## src/rtl/tcam_pkg.sv

```systemverilog
// Shared definitions for the TCAM search engine: default geometry and flush FSM encoding.
package tcam_pkg;

  localparam int unsigned TCAM_WIDTH = 16;
  localparam int unsigned TCAM_DEPTH = 16;

  typedef enum logic {
    ST_IDLE  = 1'b0,
    ST_FLUSH = 1'b1
  } tcam_state_e;

endpackage

```

## src/rtl/tcam_prio_enc.sv

```systemverilog
// Combinational match-vector reduction: lowest set index, any-hit and popcount.
module tcam_prio_enc
  import tcam_pkg::*;
#(
  parameter  int unsigned DEPTH = TCAM_DEPTH,
  localparam int unsigned AW    = $clog2(DEPTH),
  localparam int unsigned CW    = $clog2(DEPTH + 1)
) (
  input  logic [DEPTH-1:0] match,
  output logic [AW-1:0]    idx_c,
  output logic             any_c,
  output logic [CW-1:0]    count_c
);

  // Scan from the top so the lowest matching index wins; count all matches.
  always_comb begin
    idx_c   = '0;
    any_c   = 1'b0;
    count_c = '0;
    for (int i = DEPTH - 1; i >= 0; i--) begin
      if (match[i]) begin
        idx_c = AW'(i);
        any_c = 1'b1;
      end
    end
    for (int i = 0; i < DEPTH; i++) begin
      count_c = count_c + CW'(match[i]);
    end
  end

endmodule

```

## src/rtl/tcam_search_engine.sv

```systemverilog
// Ternary CAM with per-entry masks, sequenced flush and a two-stage search pipeline.
module tcam_search_engine
  import tcam_pkg::*;
#(
  parameter  int unsigned WIDTH = TCAM_WIDTH,
  parameter  int unsigned DEPTH = TCAM_DEPTH,
  localparam int unsigned AW    = $clog2(DEPTH),
  localparam int unsigned CW    = $clog2(DEPTH + 1)
) (
  input  logic             clk,
  input  logic             rst,
  input  logic             wr_en,
  input  logic             inv_en,
  input  logic             flush,
  input  logic [AW-1:0]    addr,
  input  logic [WIDTH-1:0] wr_data,
  input  logic [WIDTH-1:0] wr_mask,
  input  logic             srch_valid,
  input  logic [WIDTH-1:0] srch_key,
  output logic             busy,
  output logic             rsp_valid,
  output logic             hit,
  output logic             multi_hit,
  output logic [AW-1:0]    hit_idx,
  output logic [WIDTH-1:0] hit_data,
  output logic [CW-1:0]    hit_count
);

  tcam_state_e      state;
  tcam_state_e      state_nxt;
  logic [AW-1:0]    ptr;
  logic [DEPTH-1:0] valid;
  logic [WIDTH-1:0] data_mem [DEPTH];
  logic [WIDTH-1:0] mask_mem [DEPTH];

  logic             idle_c;
  logic             flush_go_c;
  logic             clr_c;
  logic             addr_ok_c;
  logic             wr_acc_c;
  logic             inv_acc_c;
  logic             srch_acc_c;
  logic [DEPTH-1:0] match_c;

  logic             s1_valid;
  logic [DEPTH-1:0] s1_match;
  logic [AW-1:0]    enc_idx_c;
  logic             enc_any_c;
  logic [CW-1:0]    enc_cnt_c;

  // Out-of-range addresses only exist when DEPTH is not a power of two.
  if ((1 << AW) == DEPTH) begin : g_addr_full
    assign addr_ok_c = 1'b1;
  end else begin : g_addr_part
    assign addr_ok_c = (32'(addr) < DEPTH);
  end

  // Flush FSM state register.
  always_ff @(posedge clk or posedge rst) begin
    if (rst) state <= ST_IDLE;
    else     state <= state_nxt;
  end

  // Flush FSM next state: leave FLUSH after the last entry is cleared.
  always_comb begin
    state_nxt = state;
    unique case (state)
      ST_IDLE:  if (flush) state_nxt = ST_FLUSH;
      ST_FLUSH: if (ptr == AW'(DEPTH - 1)) state_nxt = ST_IDLE;
      default:  state_nxt = ST_IDLE;
    endcase
  end

  // Flush FSM outputs: accept a new flush when idle, clear one entry per cycle when flushing.
  always_comb begin
    idle_c     = 1'b0;
    flush_go_c = 1'b0;
    clr_c      = 1'b0;
    unique case (state)
      ST_IDLE: begin
        idle_c     = 1'b1;
        flush_go_c = flush;
      end
      ST_FLUSH: clr_c = 1'b1;
      default: ;
    endcase
  end

  // A starting flush wins over updates and drops a same-cycle search.
  assign wr_acc_c   = idle_c && !flush && wr_en && addr_ok_c;
  assign inv_acc_c  = idle_c && !flush && !wr_en && inv_en && addr_ok_c;
  assign srch_acc_c = idle_c && !flush && srch_valid;

  // Busy flag mirrors the FSM being in FLUSH.
  always_ff @(posedge clk or posedge rst) begin
    if (rst) busy <= 1'b0;
    else     busy <= (state_nxt == ST_FLUSH);
  end

  // Flush pointer walks every entry once.
  always_ff @(posedge clk or posedge rst) begin
    if (rst)             ptr <= '0;
    else if (flush_go_c) ptr <= '0;
    else if (clr_c)      ptr <= ptr + AW'(1);
  end

  // Valid bits: flush clear, then write, then invalidate.
  always_ff @(posedge clk or posedge rst) begin
    if (rst)            valid       <= '0;
    else if (clr_c)     valid[ptr]  <= 1'b0;
    else if (wr_acc_c)  valid[addr] <= 1'b1;
    else if (inv_acc_c) valid[addr] <= 1'b0;
  end

  // Pattern and mask storage; contents are qualified by the valid bits.
  always_ff @(posedge clk) begin
    if (wr_acc_c) begin
      data_mem[addr] <= wr_data;
      mask_mem[addr] <= wr_mask;
    end
  end

  // Ternary compare of the key against the pre-edge table.
  always_comb begin
    match_c = '0;
    for (int i = 0; i < DEPTH; i++) begin
      match_c[i] = valid[i] && (((srch_key ^ data_mem[i]) & ~mask_mem[i]) == '0);
    end
  end

  tcam_prio_enc #(
    .DEPTH (DEPTH)
  ) u_prio_enc (
    .match   (s1_match),
    .idx_c   (enc_idx_c),
    .any_c   (enc_any_c),
    .count_c (enc_cnt_c)
  );

  // Stage 1 captures the match vector; stage 2 registers the encoded response.
  always_ff @(posedge clk or posedge rst) begin
    if (rst) begin
      s1_valid  <= 1'b0;
      s1_match  <= '0;
      rsp_valid <= 1'b0;
      hit       <= 1'b0;
      multi_hit <= 1'b0;
      hit_idx   <= '0;
      hit_data  <= '0;
      hit_count <= '0;
    end else begin
      s1_valid  <= srch_acc_c;
      if (srch_acc_c) s1_match <= match_c;
      rsp_valid <= s1_valid;
      if (s1_valid) begin
        hit       <= enc_any_c;
        multi_hit <= (enc_cnt_c > CW'(1));
        hit_idx   <= enc_idx_c;
        hit_data  <= enc_any_c ? data_mem[enc_idx_c] : '0;
        hit_count <= enc_cnt_c;
      end
    end
  end

endmodule

```

## config.mk

```make
export PLATFORM = sky130hd
export DESIGN_NAME = tcam_search_engine
export DESIGN_NICKNAME = d
export VERILOG_FILES = /design/src/rtl/tcam_pkg.sv /design/src/rtl/tcam_prio_enc.sv /design/src/rtl/tcam_search_engine.sv
export SDC_FILE = /design/constraint.sdc
export NUM_CORES = 1
export LEC_CHECK = 0
export ABC_CLOCK_PERIOD_IN_PS = 4500
export CORE_ASPECT_RATIO = 1.75
export CORE_MARGIN = 2
export CORE_UTILIZATION = 30
export CTS_CLUSTER_DIAMETER = 30
export DETAILED_ROUTE_END_ITERATION = 8
export PLACE_DENSITY = 0.52
export RECOVER_POWER = 25
export SLEW_MARGIN = 10
export SYNTH_ARGS = -nofsm -noshare
export SYNTH_HDL_FRONTEND = slang
export SYNTH_SLANG_ARGS = --single-unit
```

## constraint.sdc

```tcl
create_clock -name clk -period 4.5 [get_ports clk]
set_input_delay 0.9 -clock clk [delete_from_list [all_inputs] [get_ports clk]]
set_output_delay 0.9 -clock clk [all_outputs]
set_load 0.05 [all_outputs]
```

After elaboration in Yosys (flattened, before gate mapping)

Memories as Yosys holds them, arrays and structs flattened.
Index checks and enable logic that the tools add are counted.
Widths: inputs -> output; s select.

Bits in registers: 66
Bits in writable memories: 512
Input port bits: 58
Output and inout port bits: 29
Memories: 2

Add/sub/neg operators: 16
$lt $le $gt $ge: 5
Eq/ne operators: 1
Muxes and demuxes: 50
Bitwise operators: 54
Reduce and logical (&&, ||, !) cells: 43

Memories:

| name     | words | width | rd ports | clocked after memory_dff | wr ports | line                     | RTL |
|---|---|---|---|---|---|---|---|
| data_mem | 16    | 16    | 17       | 0                        | 1        | tcam_search_engine.sv:33 | `logic [WIDTH-1:0] data_mem [DEPTH];` |
| mask_mem | 16    | 16    | 16       | 0                        | 1        | tcam_search_engine.sv:34 | `logic [WIDTH-1:0] mask_mem [DEPTH];` |

Operators with widths:

| kind                | number |
|---|---|
| $and 16x16->16      | 18 |
| $not 16->16         | 18 |
| $logic_not 16->1    | 16 |
| $xor 16x16->16      | 16 |
| $mux 4              | 18 |
| $add 5x1->5         | 14 |
| $mux 16             | 4 |
| $mux 1              | 25 |
| $logic_and 1x1->1   | 23 |
| $or 16x16->16       | 1 |
| $lt 4x5->1 const B  | 2 |
| $demux 1 s4         | 2 |
| $ge 4x1->1 const B  | 2 |
| $gt 5x1->1 const B  | 1 |
| $add 4x1->4 const B | 1 |
| $eq 4x4->1 const B  | 1 |
| $reduce_bool 3->1   | 1 |
| $add 1x1->2         | 1 |
| $logic_not 1->1     | 2 |
| $pmux 1 s2          | 1 |
| $reduce_bool 2->1   | 1 |
| $not 1->1           | 1 |

Logic depth before layout (Yosys ltp)

Gate-level depths: netlist of run 1.
An unclocked memory read counts as a cell.

Word-level depth: 18
Mapped depth: 15
Mapped depth without buffers: 15

Hierarchy

A second synthesis of run 1 with hierarchy kept.

Cells, all modules: 1471
Area, all modules: 24354.6 um2

Modules (own cells, without submodules):

| module             | times used | cells an instance | area each (um2) | seq. area each (um2) |
|---|---|---|---|---|
| tcam_search_engine | 1          | 1398              | 23794.1         | 17026.3 |
| tcam_prio_enc      | 1          | 73                | 560.5           | 0.0 |

Worst setup path after synthesis of run 1

No wires, ideal clock.

Kind: in2reg
From: in flush
To: mem data_mem[8][0] in the netlist's numbering (enable)
Arrival time: 3.734 ns
Required time: 4.037 ns
Path slack: 0.303 ns
Stages on the path: 4
Buffers on the path: 0
Path through: nor2_1 > and2_1 > nand2_1 > nor3_1

Cells in the longest elaborated chain, start to end: 5

RTL lines:

| element                         | line                      | RTL |
|---|---|---|
| from (decl)                     | tcam_search_engine.sv:14  | `input logic flush,` |
| $logic_not 1->1                 | tcam_search_engine.sv:90  | `assign wr_acc_c = idle_c && !flush && wr_en && addr_ok_c;` |
| $logic_and 1x1->1 (2 in series) | tcam_search_engine.sv:90  |  |
| $mux 1                          | tcam_search_engine.sv:117 | `if (wr_acc_c) begin` |
| $mux 1 (not written as such)    | tcam_search_engine.sv:118 | `data_mem[addr] <= wr_data;` |
| to (decl)                       | tcam_search_engine.sv:33  |  |

Every way passes these cells.

Worst setup path in the final report of run 1

From: reg s1_match[1]
To: reg multi_hit

Cells in the longest elaborated chain, start to end: 16

RTL lines:

| element                    | line                      | RTL |
|---|---|---|
| from (decl)                | tcam_search_engine.sv:46  | `logic [DEPTH-1:0] s1_match;` |
| from (signal assigned)     | tcam_search_engine.sv:153 | `if (srch_acc_c) s1_match <= match_c;` |
| $add 1x1->2                | tcam_prio_enc.sv:27       | `count_c = count_c + CW'(match[i]);` |
| $add 5x1->5 (14 in series) | tcam_prio_enc.sv:27       |  |
| $gt 5x1->1                 | tcam_search_engine.sv:157 | `multi_hit <= (enc_cnt_c > CW'(1));` |
| to (signal assigned)       | tcam_search_engine.sv:157 |  |
| to (decl)                  | tcam_search_engine.sv:23  | `output logic multi_hit,` |

Every way passes these cells.
A chain may end at the register's enable or synchronous reset.

==> results.env, run 1 <==
AREA_GROWTH_PCT=23.50
PLACEMENT.IO_BUFFERS=86
MAX_FREQ_MHz=239.8
WORSTSETUPPATHDEPTH=13
SYNTHTOPCELLSBYAREA='edfxtp_1, xnor2_1, dfrtp_1, nand2_1, nand3_1'
CRIT_PATH_MAX_INCR_DELAY_NS=0.52
SYNTH_MUX_AREA_SHARE_PCT=0.1376
CRIT_BUF_INV=2
FP.DIEH_UM=382.5
STD_CELL_ROWS=138
CLOCK_SINKS=578
R2R-START='s1_match[1]'
UNREPAIRED_SETUP_ENDPOINTS_AFTER_GLOBAL_ROUTING='false'
WORSTSETUPPATHTYPE='reg -> reg'
SYNTH.YOSYS.SEQ_AREA_SHARE_PCT=69.33
DIEAREA_UM2=84260
CORE_AREA_UM2=80980
NUMBER_OF_WARNINGS_PRINTED_DURING_YOSYS_SYNTHESIS=0
TIMING.CRITICAL_PATH.SLOWEST_STAGE_CELL='fa_1'
MAXCAPVIOLATIONS=1
DETAILEDROUTE.FIRSTPASSITERATIONCOUNT=5
ADDER_CELL_SHARE_OF_THE_SYNTHESIZED_AREA_PCT=1.274
TRITONCTS.NUM_BUFFERS=88
WORSTREG2REGEND='multi_hit'
POST-SYNTH-TOP-COUNT-CELL='edfxtp_1'
CTS_BUFFER_DEPTH=3
YS_SEQ_ELEMENTS=578
GR-USAGE-ALL-LAYERS_PCT=21.98
FILLERINSTANCES=7651
STARTING_DENSITY_OF_THE_CORE_PCT=30.33
YOSYS-TOP-CELLS-COUNT='edfxtp_1, nand2_1, xnor2_1, nand3_1, o22ai_1'
HOLD_CLASS='reg -> reg'
DRT_WIRELENGTH_UM=92000
MIN_PERIOD_NS=4.170
CRITICAL_PATH_PEAK_FANOUT=5
IO-PIN-COUNT=87
ANTENNA_FOUND_INITIAL=2
CRIT_ARRIVAL_NS=4.68
TIMING.REG2REG.WORST_PATH_DEPTH=13
CP_DATA_REQUIRED_TIME_NS=5.01
AVGROUTEDWIREPERCELL_UM=29.67
HOLD_WS_NS=0.5059
NUMBER_OF_ENABLE_FLIP_FLOP_CELLS_AFTER_SYNTHESIS=512
DETAILED_PLACE.AREA_UM2=27100
ANT_NETS=0
SYN_AVG_CELL_AREA_UM2=13.55
END_OF_THE_CRITICAL_PATH='multi_hit'
DRT_ITER0_DRC=1425
FINALWEIGHTEDCONGESTION=0.9003
COMBINED_AREA_OF_THE_MULTI_INPUT_LOGIC_CELLS_UM2=7173
CRIT_PATH_START='s1_match[1]'
TOTALPOWERFINAL_mW=20.01
HTREE_NUM_LEVELS=3
FINALSETUPTNS_NS=0
FINAL_CELL_AREA_UM2=30330
CTS_ROOT_CELL='clkbuf_16'
WORSTSKEWPAIRLATENCY_NS=0.69
SYNTH_SIMPLE_GATE_AREA_SHARE_PCT=9.680
SYNTH-COMPOUND-AREA-SHARE_PCT=8.182
OUTCOME='complete, but fails checks'
VIOLATIONS='capacitance limit, slew limit'
POST_SYNTH_XOR_AREA_FRACTION_PCT=9.272
POST_CTS_REPAIR_SETUP_BUFFERS=0
WORST_SETUP_HOLD_PATH_CLK_SLEW_NS=0.05
YOSYSTOPAREACELL='edfxtp_1'
GRT.OVERFLOW.TOTAL=0
SYNTH_CELL_TYPES=50
CRITICAL_PATH.MOST_COMMON_CELL='fa_1'
SKEW_NS=0.04586
CRITPATHCAPTURETYPE='register'
CTS-RESIZED-GATES=0
SYN-INSTANCE-COUNT=1812
GRT_PASS1_VIAS=16590
CELLPOWERDENSITY_nW_PER_UM2=659.8
MAX-VDD-IR-DROP_uV=477.5
DESIGN.FINAL.NETS=2050
FINAL-SEQ-AREA_UM2=17030
LAYOUT.CELLS.NON_FILLER=3101
MAX_SLEW.WORST_PIN.SLEW_NS=2.507
LEAKAGEPOWER_nW=10.04
SYNTH-MAIN-FF-CELL='edfxtp_1'
HORIZONTAL_EXTENT_OF_THE_DIE_UM=220.3
PIN_COUNT_OF_THE_BIGGEST_NET_ENTERING_GLOBAL_ROUTING=75
CTS_HOLD_BUFFERS=0
FINAL_MAX_SLEW_VIOL_COUNT=43
FINAL-HOLD-VIOLATION-COUNT=0
PLACE.DETAILED.HPWL_UM=63060
POST_DRT_VIA_CELL_RATIO=5.203
FINAL_CLOCK_PERIOD_UTILIZATION_BY_THE_WORST_PATH_PCT=92.67
SYNTH_TOP_FAMILY_BY_AREA='simple AND/OR/NAND/NOR gates'
CTS_TREE='done'
SETUP_VIOL=0
SYNTH_TOP_AREA_SHARE_PCT=62.60
ASYNC_FLOP_SHARE_PCT=11.42
TIMING.REG2REG.SETUP_SLACK_NS=0.33
TIMING.CRITICAL_PATH.FROM_TYPE='register'
POST-ROUTE-DRC-COUNT=0
POST_SYNTHESIS_INSTANCE_AREA_UM2=24560
DRIVE_ABOVE_1_SHARE_PCT=13.38
CP_TOP_FAMILY='adder cells'
CELLS_TRAVERSED_ALONG_THE_WORST_TIMING_PATH='ha_1, inv_1, fa_1, fa_1, fa_1, fa_1, fa_1, inv_1, fa_1, a211oi_1, a31oi_1, nor3_1, a21oi_1'
ROUTED-VIA-COUNT=16140
WIRE_LENGTH_OF_THE_FIRST_GLOBAL_ROUTING_PASS_UM=127700
TIMING.MAX_SLEW.REL_SLACK_PCT=-68.04
SYNTH.NET_COUNT=1889
DPL.CELL_COUNT=2933
==> sequential cells by signal, summed over array words and instances, names as in the netlist, 4 cells and up, named ones only <==
signal,cells
data_mem,256
mask_mem,256
hit_data,16
s1_match,16
hit_count,5
hit_idx,4
ptr,4
==> per-stage QoR <==
stage,util (%),worst slack [ns]
after floorplan,-,0.3026
after global placement,33.47,0.3274
after detailed placement,33.47,0.3561
after CTS,37.46,0.3380
after global routing,37.45,0.1250
final,37.46,0.3300
==> worst register-to-register path: stages (launching register included) <==
cell	delay, ns
dfrtp_1	0.44
ha_1	0.30
inv_1	0.05
fa_1	0.49
fa_1	0.52
fa_1	0.42
fa_1	0.51
fa_1	0.16
inv_1	0.07
fa_1	0.50
a211oi_1	0.25
a31oi_1	0.06
nor3_1	0.16
a21oi_1	0.09
==> area by class of cell <==
type,count,share of cell area (%)
flip-flops and latches,578,56.13
multi-input cells,1116,23.65
clock buffers,99,7.735
repair buffers,157,4.793
well taps,1050,4.331
clock inverters,66,2.933
inverters,32,0.4001
diodes,3,0.02475
==> how the worst min path moves through the flow <==
| stage | from | end | slack (ns) | cells past startpoint |
|---|---|---|---|---|
| finish | hit_count[1] | hit_count[1] | 0.51 | 1 |
| global route | hit_count[1] | hit_count[1] | 0.53 | 1 |
| CTS | hit_count[1] | hit_count[1] | 0.51 | 1 |
| detailed placement | hit_count[1] | hit_count[1] | 0.50 | 1 |
| global placement | hit_count[4] | hit_count[4] | 0.48 | 1 |
| floorplan | s1_valid | rsp_valid | 0.35 | 0 |
==> cells by family (layout without fill, tap and decap cells) <==
group | Yosys count | in the layout
adders and majority gates | 19 | 19
and+or+nand+nor | 547 | 547
other | 0 | 3
AOI/OAI and AO/OA | 287 | 287
buffers and inverters | 118 | 354
xor gates and xnor gates | 260 | 260
muxes | 3 | 3
DFF | 578 | 578
==> where the power goes <==
group          internal (mW)  switching, mW
Combinational           1.90           4.42
Sequential              6.07          0.237
Clock                   4.59           2.80
==> layout by cell type (no fill, tap or decap), types with 8 or more instances in the layout <==
cell type        instances
o211ai_1                21
nand2_1                294
edfxtp_1               512
o22a_1                  17
inv_1                   30
dfrtp_1                 66
o21a_1                  10
o2111ai_1               17
o21ai_0                 23
dlygate4sd3_1           20
bufinv_16               13
a21oi_1                 64
clkinvlp_4              14
clkinv_2                11
nor4_1                  18
inv_6                    8
nor3_1                  14
fa_1                    10
nor2_1                  30
xnor2_1                259
o22ai_1                 98
nand3_1                150
clkdlybuf4s50_1         66
nor2_4                  14
clkbuf_16               90
clkinv_4                 8
ha_1                     9
buf_4                   61
o41ai_2                 16
==> metal layers <==
| layer | GRT usage [%] | wire, um |
|---|---|---|
| met3 | 3.560 | 4713 |
| met1 | 23.63 | 32210 |
| met2 | 38.65 | 47550 |
| met5 | 0 | 0 |
| met4 | 15.70 | 7531 |
Power figures use the tool's default switching activity.
==> run 2, diff against run 1 <==
--- a/config.mk
+++ b/config.mk
@@ -9,6 +9,7 @@
 export CORE_ASPECT_RATIO = 1.75
 export CORE_MARGIN = 2
 export CORE_UTILIZATION = 30
+export CTS_BUF_LIST = sky130_fd_sc_hd__clkbuf_4
 export CTS_CLUSTER_DIAMETER = 30
 export DETAILED_ROUTE_END_ITERATION = 8
 export PLACE_DENSITY = 0.52
==> results.env, run 2 (synthesis gave the netlist of run 1 again) <==
DETAILEDROUTE.FIRSTPASSITERATIONCOUNT=6  # +1
OUTCOME='complete, but fails checks'
R2R-START='s1_match[1]'
DRT_ITER0_DRC=1465  # +2.8%
DRT_WIRELENGTH_UM=92060  # about the same
TIMING.REG2REG.WORST_PATH_DEPTH=13  # unchanged
WORSTSKEWPAIRLATENCY_NS=1.00  # +0.31 ns
DETAILED_PLACE.AREA_UM2=27100  # unchanged
FINAL_CELL_AREA_UM2=29040  # -4.3%
AVGROUTEDWIREPERCELL_UM=28.91  # -2.5%
FINAL-HOLD-VIOLATION-COUNT=0  # unchanged
CTS_HOLD_BUFFERS=0  # unchanged
POST_DRT_VIA_CELL_RATIO=5.143  # -1.2%
DPL.CELL_COUNT=2933  # unchanged
LAYOUT_TOP_REGISTERS='data_mem (256), mask_mem (256)'
CP_DATA_REQUIRED_TIME_NS=5.31  # +0.30 ns
POST_CTS_REPAIR_SETUP_BUFFERS=0  # unchanged
CRIT_ARRIVAL_NS=4.98  # +0.30 ns
DRIVE_ABOVE_1_SHARE_PCT=16.04  # +2.7 points
FILLERINSTANCES=7852  # +2.6%
CORE_AREA_UM2=80980  # unchanged
POST-ROUTE-DRC-COUNT=0  # unchanged
WIRE_LENGTH_OF_THE_FIRST_GLOBAL_ROUTING_PASS_UM=127400  # -0.26%
SKEW_NS=0.06028  # +0.01443 ns
GRT.MET3_USAGE_PCT=3.671  # +0.11 points
WORSTSETUPPATHTYPE='reg -> reg'
WORSTREG2REGEND='multi_hit'
FINAL_CLOCK_PERIOD_UTILIZATION_BY_THE_WORST_PATH_PCT=92.70  # about the same
IO-PIN-COUNT=87  # unchanged
CTS_TREE='done'
HTREE_NUM_LEVELS=4  # +1
GR-USAGE-ALL-LAYERS_PCT=21.99  # about the same
DESIGN.FINAL.NETS=2100  # +2.4%
MIN_PERIOD_NS=4.171  # +0.001420 ns
ANT_NETS=0  # unchanged
FINAL-SEQ-AREA_UM2=17030  # unchanged
FINALSETUPTNS_NS=0  # unchanged
TIMING.CRITICAL_PATH.FROM_TYPE='register'
CTS_BUFFER_DEPTH=3  # unchanged
WORST_SETUP_HOLD_PATH_CLK_SLEW_NS=0.07  # +0.02 ns
LAYOUT.CELLS.NON_FILLER=3184  # +2.7%
TIMING.REG2REG.SETUP_SLACK_NS=0.33  # about the same
MAX_SLEW.WORST_PIN.SLEW_NS=2.487  # -0.01998 ns
DIEAREA_UM2=84260  # unchanged
UNREPAIRED_SETUP_ENDPOINTS_AFTER_GLOBAL_ROUTING='false'
FP.DIEH_UM=382.5  # unchanged
GROUTE.LAYER.MET1.USAGE_PCT=23.12  # -0.52 points
MOSTFREQUENTLAYOUTCELL='edfxtp_1'
LEAKAGEPOWER_nW=9.618  # -4.2%
GRT_PASS1_VIAS=16980  # +2.4%
CTS-RESIZED-GATES=0  # unchanged
MOST-COMMON-LAYOUT-CELLS='edfxtp_1, nand2_1, xnor2_1'
CELLPOWERDENSITY_nW_PER_UM2=599.2  # -9.2%
TOTALPOWERFINAL_mW=17.40  # -13%
PIN_COUNT_OF_THE_BIGGEST_NET_ENTERING_GLOBAL_ROUTING=75  # unchanged
GRT.BUSIEST_LAYER='met2'
BEGINNING_OF_THE_WORST_HOLD_PATH='hit_count[1]'
END_OF_THE_CRITICAL_PATH='multi_hit'
STD_CELL_ROWS=138  # unchanged
ROUTED-VIA-COUNT=16380  # +1.5%
STARTING_DENSITY_OF_THE_CORE_PCT=30.33  # unchanged
PLACEMENT.IO_BUFFERS=86  # unchanged
CTS_ROOT_CELL='clkbuf_4'
GRT.OVERFLOW.TOTAL=0  # unchanged
MAX-VDD-IR-DROP_uV=481.6  # +0.85%
HORIZONTAL_EXTENT_OF_THE_DIE_UM=220.3  # unchanged
CRITICAL_PATH_PEAK_FANOUT=5  # unchanged
HOLD_CLASS='reg -> reg'
CRITPATHCAPTURETYPE='register'
ANTENNA_FOUND_INITIAL=4  # +2
CLOCK_SINKS=578  # unchanged
PLACE.DETAILED.HPWL_UM=63060  # unchanged
VIOLATIONS='capacitance limit, slew limit'
MAX_FREQ_MHz=239.7  # about the same
FINAL_CORE_OCC_PCT=35.85  # -1.6 points
AREA_GROWTH_PCT=18.22
TRITONCTS.NUM_BUFFERS=138  # +57%
COMBINED_AREA_OF_THE_MULTI_INPUT_LOGIC_CELLS_UM2=7173  # unchanged
FINAL_MAX_SLEW_VIOL_COUNT=43  # unchanged
TIMING.MAX_SLEW.REL_SLACK_PCT=-66.70  # +1.3 points
CRIT_PATH_START='s1_match[1]'
MET2_USAGE_GRT_PCT=38.55  # -0.093 points
MAXCAPVIOLATIONS=1  # unchanged
FINALWEIGHTEDCONGESTION=0.9003  # unchanged
SETUP_VIOL=0  # unchanged
-- run 2: cell type report --
cell class	instances	share of cell area, %
sequential	578	58.64
multi-input combinational	1116	24.70
clock buffer	204	5.275
timing repair buffer	157	5.007
tap	1050	4.525
clock inverter	39	1.362
inverter	32	0.4180
antenna	8	0.06895
-- run 2: worst max-delay path, stage by stage (launching register included) --
cell	delay (ns)
dfrtp_1	0.43
ha_1	0.30
inv_1	0.05
fa_1	0.49
fa_1	0.52
fa_1	0.42
fa_1	0.51
fa_1	0.16
inv_1	0.07
fa_1	0.50
a211oi_1	0.25
a31oi_1	0.06
nor3_1	0.16
a21oi_1	0.09
-- run 2: metrics by stage --
| stage | hold WS [ns] | setup WS, ns |
|---|---|---|
| 6_report | 0.5087 | 0.3286 |
| 5_1_grt | 0.5317 | 0.1234 |
| 4_1_cts | 0.3812 | 0.3343 |
| 3_5_place_dp | 0.5042 | 0.3561 |
| 3_3_place_gp | 0.4826 | 0.3274 |
| 2_1_floorplan | 0.3519 | 0.3026 |
-- run 2: metal layers --
layer,part of all wire [%],wire length (um),vias up
met3,5.3,4921,249
met5,0,0,-
met1,34,31490,8246
met4,8.8,8056,0
li1,-,-,7160
met2,52,47590,721
-- run 2: worst min path at each step --
stage	cells after the start	endpoint
6_report	1	hit_count[1]
5_1_grt	1	hit_count[1]
4_1_cts	2	asynchronous set/reset pin
3_5_place_dp	1	hit_count[1]
3_3_place_gp	1	hit_count[4]
2_1_floorplan	0	rsp_valid
-- run 2: report_power, final --
part | internal [mW] | switching (mW) | leakage (nW)
sequential | 6.06 | 0.238 | 5.45
clock | 2.55 | 2.22 | 1.11
combinational | 1.90 | 4.43 | 3.06
